==> config.mk <==
export PLATFORM = sky130hd
export DESIGN_NAME = lcd_hd44780_ctrl
export DESIGN_NICKNAME = d
export VERILOG_FILES = /design/src/rtl/lcd_pkg.sv /design/src/rtl/lcd_nibble_tx.sv /design/src/rtl/lcd_hd44780_ctrl.sv
export SDC_FILE = /design/constraint.sdc
export NUM_CORES = 1
export LEC_CHECK = 0
export CORE_MARGIN = 2
export CORE_UTILIZATION = 55
export CTS_CLUSTER_DIAMETER = 40
export DETAILED_ROUTE_END_ITERATION = 16
export PLACE_DENSITY = 0.73
export SLEW_MARGIN = 20
export SYNTH_ARGS = -nofsm -noshare
export SYNTH_HDL_FRONTEND = slang
export SYNTH_SLANG_ARGS = --single-unit
==> constraint.sdc <==
create_clock -name Clock -period 4.5 [get_ports Clock]
set_input_delay 1.35 -clock Clock [delete_from_list [all_inputs] [get_ports Clock]]
set_output_delay 1.35 -clock Clock [all_outputs]
set_load 0.05 [all_outputs]
==> src/rtl/lcd_pkg.sv <==
// Shared types and constants for the HD44780 4-bit LCD controller.
//   state_t     : top-level sequencing states
//   tx_phase_t  : phases of one timed nibble write
//   init nibble values, configuration byte table, long-command opcodes
package lcd_pkg;

  typedef enum logic [3:0] {
    S_POWERON,
    S_INIT_NIB,
    S_INIT_WAIT,
    S_CFG,
    S_HI,
    S_GAP,
    S_LO,
    S_EXEC,
    S_IDLE
  } state_t;

  typedef enum logic [2:0] {
    TX_IDLE,
    TX_SETUP,
    TX_PULSE,
    TX_HOLD,
    TX_DONE
  } tx_phase_t;

  localparam logic [3:0] INIT_NIB_8BIT = 4'h3;
  localparam logic [3:0] INIT_NIB_4BIT = 4'h2;

  localparam logic [7:0] CMD_CLEAR = 8'h01;
  localparam logic [7:0] CMD_HOME  = 8'h02;

  // Function set 4-bit/2-line, entry mode increment, display on, clear.
  function automatic logic [7:0] cfg_byte(input logic [1:0] idx);
    case (idx)
      2'd0:    cfg_byte = 8'h28;
      2'd1:    cfg_byte = 8'h06;
      2'd2:    cfg_byte = 8'h0C;
      default: cfg_byte = 8'h01;
    endcase
  endfunction

  // Clear and return-home need the long wait; home ignores bit 0 (0x02/0x03).
  function automatic logic is_long_cmd(input logic rs, input logic [7:0] b);
    is_long_cmd = !rs && ((b == CMD_CLEAR) || (b[7:1] == CMD_HOME[7:1]));
  endfunction

  // A wait of 0 cycles behaves as a wait of 1.
  function automatic int unsigned at_least_one(input int unsigned n);
    at_least_one = (n == 0) ? 1 : n;
  endfunction

endpackage

==> src/rtl/lcd_nibble_tx.sv <==
// One timed 4-bit write to the LCD bus.
//   clk_i, rst_i : clock, synchronous active-high reset
//   start_i      : 1-cycle strobe, latches rs_i/data_i
//   en_o         : LCD E, high for PULSE cycles after SETUP cycles
//   rs_o, data_o : latched RS/nibble while a write is active, else 0
//   done_o       : 1-cycle strobe after the hold time
module lcd_nibble_tx
  import lcd_pkg::*;
#(
  parameter int unsigned SETUP = 2,
  parameter int unsigned PULSE = 12,
  parameter int unsigned HOLD  = 1,
  parameter int          CNT_W = 20
) (
  input  logic       clk_i,
  input  logic       rst_i,
  input  logic       start_i,
  input  logic       rs_i,
  input  logic [3:0] data_i,
  output logic       en_o,
  output logic       rs_o,
  output logic [3:0] data_o,
  output logic       done_o
);

  localparam logic [CNT_W-1:0] SETUP_LAST = CNT_W'(at_least_one(SETUP) - 1);
  localparam logic [CNT_W-1:0] PULSE_LAST = CNT_W'(at_least_one(PULSE) - 1);
  localparam logic [CNT_W-1:0] HOLD_LAST  = CNT_W'(at_least_one(HOLD) - 1);

  tx_phase_t        phase_q, phase_d;
  logic [CNT_W-1:0] cnt_q, cnt_d;
  logic             rs_q, rs_d;
  logic [3:0]       data_q, data_d;

  always_ff @(posedge clk_i) begin
    if (rst_i) begin
      phase_q <= TX_IDLE;
      cnt_q   <= '0;
      rs_q    <= 1'b0;
      data_q  <= '0;
    end else begin
      phase_q <= phase_d;
      cnt_q   <= cnt_d;
      rs_q    <= rs_d;
      data_q  <= data_d;
    end
  end

  always_comb begin
    phase_d = phase_q;
    cnt_d   = cnt_q + 1'b1;
    rs_d    = rs_q;
    data_d  = data_q;
    done_o  = 1'b0;
    case (phase_q)
      TX_IDLE: begin
        cnt_d = '0;
        if (start_i) begin
          phase_d = TX_SETUP;
          rs_d    = rs_i;
          data_d  = data_i;
        end
      end
      TX_SETUP: if (cnt_q == SETUP_LAST) begin phase_d = TX_PULSE; cnt_d = '0; end
      TX_PULSE: if (cnt_q == PULSE_LAST) begin phase_d = TX_HOLD;  cnt_d = '0; end
      TX_HOLD:  if (cnt_q == HOLD_LAST)  begin phase_d = TX_DONE;  cnt_d = '0; end
      TX_DONE: begin
        done_o  = 1'b1;
        phase_d = TX_IDLE;
        cnt_d   = '0;
      end
      default: phase_d = TX_IDLE;
    endcase
  end

  // RS/data are held through the DONE cycle so they stay put from start to done.
  assign en_o   = (phase_q == TX_PULSE);
  assign rs_o   = (phase_q != TX_IDLE) && rs_q;
  assign data_o = (phase_q != TX_IDLE) ? data_q : 4'h0;

endmodule

==> src/rtl/lcd_hd44780_ctrl.sv <==
// HD44780 4-bit LCD controller: power-on init, configuration, then byte
// writes over a valid/ready handshake with per-command execution delays.
//   Clock, Reset         : clock, synchronous active-high reset
//   iData, iRS, iValid   : byte request (iRS 0=command, 1=data)
//   oReady, oInitDone    : handshake ready, init finished
//   oBusy                : any activity other than idle
//   oLCD_*               : LCD pins (E, RS, RW=0, StrataFlash=1, DB7..DB4)
//
// state       | meaning
// S_POWERON   | wait POWERON_CYCLES after reset
// S_INIT_NIB  | send init nibble (3,3,3,2)
// S_INIT_WAIT | wait INIT_WAIT_CYCLES after an init nibble
// S_CFG       | load next configuration byte into the byte path
// S_HI        | send high nibble of the current byte
// S_GAP       | wait NIBBLE_GAP_CYCLES between nibbles
// S_LO        | send low nibble of the current byte
// S_EXEC      | wait EXEC_CYCLES, or CLEAR_CYCLES for clear/home
// S_IDLE      | ready for a byte once init is done
module lcd_hd44780_ctrl
  import lcd_pkg::*;
#(
  parameter int unsigned POWERON_CYCLES    = 750000,
  parameter int unsigned INIT_WAIT_CYCLES  = 205000,
  parameter int unsigned EXEC_CYCLES       = 2000,
  parameter int unsigned CLEAR_CYCLES      = 82000,
  parameter int unsigned NIBBLE_GAP_CYCLES = 50,
  parameter int unsigned EN_SETUP_CYCLES   = 2,
  parameter int unsigned EN_PULSE_CYCLES   = 12,
  parameter int unsigned EN_HOLD_CYCLES    = 1,
  parameter int          TIMER_W           = 20
) (
  input  logic       Clock,
  input  logic       Reset,
  input  logic [7:0] iData,
  input  logic       iRS,
  input  logic       iValid,
  output logic       oReady,
  output logic       oInitDone,
  output logic       oBusy,
  output logic       oLCD_Enabled,
  output logic       oLCD_RegisterSelect,
  output logic       oLCD_ReadWrite,
  output logic       oLCD_StrataFlashControl,
  output logic [3:0] oLCD_Data
);

  localparam longint unsigned TIMER_SPAN = 64'd1 << TIMER_W;

  if (POWERON_CYCLES >= TIMER_SPAN || INIT_WAIT_CYCLES >= TIMER_SPAN ||
      EXEC_CYCLES >= TIMER_SPAN || CLEAR_CYCLES >= TIMER_SPAN ||
      NIBBLE_GAP_CYCLES >= TIMER_SPAN || EN_SETUP_CYCLES >= TIMER_SPAN ||
      EN_PULSE_CYCLES >= TIMER_SPAN || EN_HOLD_CYCLES >= TIMER_SPAN) begin : g_timer_too_narrow
    $error("TIMER_W too narrow for the largest cycle parameter");
  end

  localparam logic [TIMER_W-1:0] PWR_LAST   = TIMER_W'(at_least_one(POWERON_CYCLES) - 1);
  localparam logic [TIMER_W-1:0] INIT_LAST  = TIMER_W'(at_least_one(INIT_WAIT_CYCLES) - 1);
  localparam logic [TIMER_W-1:0] EXEC_LAST  = TIMER_W'(at_least_one(EXEC_CYCLES) - 1);
  localparam logic [TIMER_W-1:0] CLEAR_LAST = TIMER_W'(at_least_one(CLEAR_CYCLES) - 1);
  localparam logic [TIMER_W-1:0] GAP_LAST   = TIMER_W'(at_least_one(NIBBLE_GAP_CYCLES) - 1);

  state_t             state_q, state_d;
  logic [TIMER_W-1:0] timer_q, timer_d;
  logic [1:0]         nib_idx_q, nib_idx_d;
  logic [1:0]         cfg_idx_q, cfg_idx_d;
  logic               cfg_mode_q, cfg_mode_d;
  logic [7:0]         byte_q, byte_d;
  logic               rs_q, rs_d;
  logic               init_done_q, init_done_d;

  logic       tx_start, tx_rs, tx_done;
  logic [3:0] tx_data;

  always_ff @(posedge Clock) begin
    if (Reset) begin
      state_q     <= S_POWERON;
      timer_q     <= '0;
      nib_idx_q   <= '0;
      cfg_idx_q   <= '0;
      cfg_mode_q  <= 1'b0;
      byte_q      <= '0;
      rs_q        <= 1'b0;
      init_done_q <= 1'b0;
    end else begin
      state_q     <= state_d;
      timer_q     <= timer_d;
      nib_idx_q   <= nib_idx_d;
      cfg_idx_q   <= cfg_idx_d;
      cfg_mode_q  <= cfg_mode_d;
      byte_q      <= byte_d;
      rs_q        <= rs_d;
      init_done_q <= init_done_d;
    end
  end

  always_comb begin
    state_d     = state_q;
    timer_d     = timer_q + 1'b1;
    nib_idx_d   = nib_idx_q;
    cfg_idx_d   = cfg_idx_q;
    cfg_mode_d  = cfg_mode_q;
    byte_d      = byte_q;
    rs_d        = rs_q;
    init_done_d = init_done_q;
    tx_start    = 1'b0;
    tx_rs       = 1'b0;
    tx_data     = 4'h0;
    case (state_q)
      S_POWERON: if (timer_q == PWR_LAST) state_d = S_INIT_NIB;
      S_INIT_NIB: begin
        // The timer is 0 only on the entry cycle, giving a single start strobe.
        tx_start = (timer_q == '0);
        tx_data  = (nib_idx_q == 2'd3) ? INIT_NIB_4BIT : INIT_NIB_8BIT;
        if (tx_done) state_d = S_INIT_WAIT;
      end
      S_INIT_WAIT: begin
        if (timer_q == INIT_LAST) begin
          if (nib_idx_q == 2'd3) begin
            nib_idx_d  = '0;
            cfg_idx_d  = '0;
            cfg_mode_d = 1'b1;
            state_d    = S_CFG;
          end else begin
            nib_idx_d = nib_idx_q + 1'b1;
            state_d   = S_INIT_NIB;
          end
        end
      end
      S_CFG: begin
        byte_d  = cfg_byte(cfg_idx_q);
        rs_d    = 1'b0;
        state_d = S_HI;
      end
      S_HI: begin
        tx_start = (timer_q == '0);
        tx_rs    = rs_q;
        tx_data  = byte_q[7:4];
        if (tx_done) state_d = S_GAP;
      end
      S_GAP: if (timer_q == GAP_LAST) state_d = S_LO;
      S_LO: begin
        tx_start = (timer_q == '0);
        tx_rs    = rs_q;
        tx_data  = byte_q[3:0];
        if (tx_done) state_d = S_EXEC;
      end
      S_EXEC: begin
        if (timer_q == (is_long_cmd(rs_q, byte_q) ? CLEAR_LAST : EXEC_LAST)) begin
          if (!cfg_mode_q) begin
            state_d = S_IDLE;
          end else if (cfg_idx_q == 2'd3) begin
            cfg_mode_d  = 1'b0;
            init_done_d = 1'b1;
            state_d     = S_IDLE;
          end else begin
            cfg_idx_d = cfg_idx_q + 1'b1;
            state_d   = S_CFG;
          end
        end
      end
      S_IDLE: begin
        timer_d = timer_q;
        if (iValid && init_done_q) begin
          byte_d  = iData;
          rs_d    = iRS;
          state_d = S_HI;
        end
      end
      default: state_d = S_POWERON;
    endcase
    if (state_d != state_q) timer_d = '0;
  end

  lcd_nibble_tx #(
    .SETUP(EN_SETUP_CYCLES),
    .PULSE(EN_PULSE_CYCLES),
    .HOLD (EN_HOLD_CYCLES),
    .CNT_W(TIMER_W)
  ) u_nibble_tx (
    .clk_i  (Clock),
    .rst_i  (Reset),
    .start_i(tx_start),
    .rs_i   (tx_rs),
    .data_i (tx_data),
    .en_o   (oLCD_Enabled),
    .rs_o   (oLCD_RegisterSelect),
    .data_o (oLCD_Data),
    .done_o (tx_done)
  );

  assign oReady                  = (state_q == S_IDLE) && init_done_q;
  assign oInitDone               = init_done_q;
  assign oBusy                   = (state_q != S_IDLE);
  assign oLCD_ReadWrite          = 1'b0;
  assign oLCD_StrataFlashControl = 1'b1;

endmodule

==> run metrics <==
chip height ~88 um; n_diodes 0; Routability Congestion between 0.8 and 0.9; drt drc 0; Placement Cell Area about 0.0040 sq mm; Total Power 1.22 mW; post-synthesis sequential area ratio 0.349; Cell Rows 30; clock tree buffer depth 2; core region area 0.00676 sq mm; nets@finish 506; detailed placement HPWL 6.15 mm; reported max-cap violation count 0; hold_buf cts 0; reg-to-reg endpoint timer_q[9]; fin. max-slew vios 0; Power Density roughly 300 mW/mm^2; starting density of the core 0.568; crit path kind reg -> out; initial antenna violation count 0; H-tree levels 3; Crit path required time approximately 3.2 ns; cell taking the most area after synthesis dfxtp_1; Yosys top cell area share 0.349; Worst EP arrival around 2.7 ns; Async SR Flop Fraction 0; Clock Latency Late Sink roughly 0.35 ns; I/O pin total 23; simple-gate portion of the synthesized area 0.324; Mapped Area around 0.0038 sq mm; skew final 0.00814 ns; Worst-Margin Slew approximately 0.87 ns; CTS tree done; Syn Nets between 400 and 500; largest family of logic cells by synthesized area simple AND/OR/NAND/NOR gates; Commonest cells post-synth 67 x dfxtp_1, 52 x nand2_1, 49 x nor2_1; final hold violations 0; Hold WC Path Type reg -> reg; post_cts resized 0; reg-to-reg startpoint state_q[3]; Port-buffer cells 20; Ys Warns 0; design area approximately 0.0042 sq mm; post-synthesis mux area share 0.0163; relative slew slack 0.415; vias per inst 5.84; prevailing post-synth register cell dfxtp_1; XOR/XNOR Fraction of Synth Area 0.0821; largest net degree at the start of global routing 28; Fin Setup TNS 0 ns; fmax about 250 MHz; number of global-route vias before repair around 3000; Hold Path Sink u_nibble_tx.data_q[0]; peak supply drop around 150 uV; postcts setup bufs 0; number of synthesized flops with an enable pin 0; Hold Path Depth 2; clock sink count 67; Reg2Reg Setup Slack a little under 2 ns; worst reg-to-reg path cell count 8; period utilization 0.896; most common cell in the synthesized netlist dfxtp_1; Synth Area in Compound Gates 0.126; worst-path fanout max 17; Die Area between 0.007 and 0.008 sq mm; ranking of synthesized cells by area dfxtp_1 35%, a21oi_1 5.9%, nand2_1 5.1%, nor2_1 4.8%, xnor2_1 4.1%; Iteration-0 DRC Markers slightly above 200; Root Buffer clkbuf_8; syn_area_per_cell roughly 8.1 sq um; WL/cell ~15 um; Final setup viols 0; share of cells above drive strength 1 0.0820; first-pass GRT wire length about 14 mm; min-delay src u_nibble_tx.data_q[0]; outcome completed; Synth Area in Adders 0.0359; drt total wl around 8.4 mm; router iterations before antenna repair 5; RSZ-0062 raised after global routing false; crit start category register; DRT antenna net count 0; minimum clock period ~4.0 ns; GRT overflow 0; GRT Total Usage 0.240; flop and latch count out of synthesis 67; DR vias roughly 3300; clock edge transition at the registers on the reported setup and hold paths about 0.07 ns; Post-Synthesis Cells 473; number of distinct library cells after synthesis 62; CP Capture Type output port; Area Overhead vs Synth 8.93%; Die Wd 87.5 um; Lkg Pwr about 1.4 nW; TritonCTS buffer count 9
==> routing by layer <==
metal,wire length [um],vias up,global-route usage
met5,0,-,0
met4,174,0,0.0853
met3,432,16,0.0669
met2,3730,77,0.358
met1,4050,1545,0.334
li1,-,1680,-
==> final cells by class <==
class,instances,area (sq um)
clock buffer,11,141
fill,592,2570
clock inverter,5,52.6
timing repair buffer,25,238
tap,80,100
multi-input combinational,364,2250
sequential,67,1340
inverter,16,60.1
==> report_power, final <==
group | total [mW] | switching (mW) | internal [mW]
Combinational | 0.108 | 0.0666 | 0.0417
Clock | 0.495 | 0.227 | 0.268
Sequential | 0.616 | 0.0150 | 0.601
Total | 1.22 | 0.309 | 0.911
==> sequential cells by signal (all words and copies together), names as in the netlist, 2 cells and up <==
name,count
nib_idx_q,2
u_nibble_tx.cnt_q,20
byte_q,8
cfg_idx_q,2
state_q,4
timer_q,20
u_nibble_tx.phase_q,3
u_nibble_tx.data_q,4
==> critical path, stage by stage, from the launching register on <==
cell and delay, ns:
dfxtp_1 0.64, nor4b_2 0.66, and2_1 0.24, clkdlybuf4s50_1 0.80
==> per-stage QoR <==
stage,worst slack (ns),utilization,hold slack [ns],instances
3_3_place_gp,0.932,0.590,0.434,552
6_report,0.466,0.619,0.449,568
5_1_grt,0.383,0.619,0.475,568
4_1_cts,0.498,0.619,0.450,568
2_1_floorplan,1.43,-,0.425,473
3_5_place_dp,0.890,0.590,0.442,552
==> how the worst max path moves through the flow <==
| stage | end | cells past startpoint | from | slack (ns) |
|---|---|---|---|---|
| final | oReady | 3 | state_q[3] | 0.47 |
| after global routing | oReady | 3 | state_q[3] | 0.38 |
| after CTS | oReady | 3 | state_q[3] | 0.50 |
| after detailed placement | oReady | 3 | state_q[3] | 0.89 |
| after global placement | oReady | 3 | state_q[3] | 0.93 |
| after floorplan | oLCD_Enabled | 2 | u_nibble_tx.phase_q[0] | 1.43 |
==> placed cells by master (no fill, tap or decap), types with 6 or more instances in the layout <==
master,synthesis,layout
nor2_1,49,49
nand4_1,19,19
o21ai_0,6,6
ha_1,11,11
clkbuf_8,4,10
clkdlybuf4s50_1,0,20
nor4_1,10,10
and2_1,6,6
nor2b_1,6,6
inv_1,16,16
or3_1,6,6
nor3_1,13,13
xnor2_1,18,18
nand2_1,52,52
nand3_1,28,28
a21oi_1,45,45
dfxtp_1,67,67
xor2_1,18,18
==> cells by family after synthesis <==
kind of cell | Yosys count
fa+ha+maj | 11
simple gates | 230
xor+xnor | 36
flops | 67
other cells | 2
compound gates | 79
mux | 6
buf+inv | 42
Power figures use the tool's default switching activity.
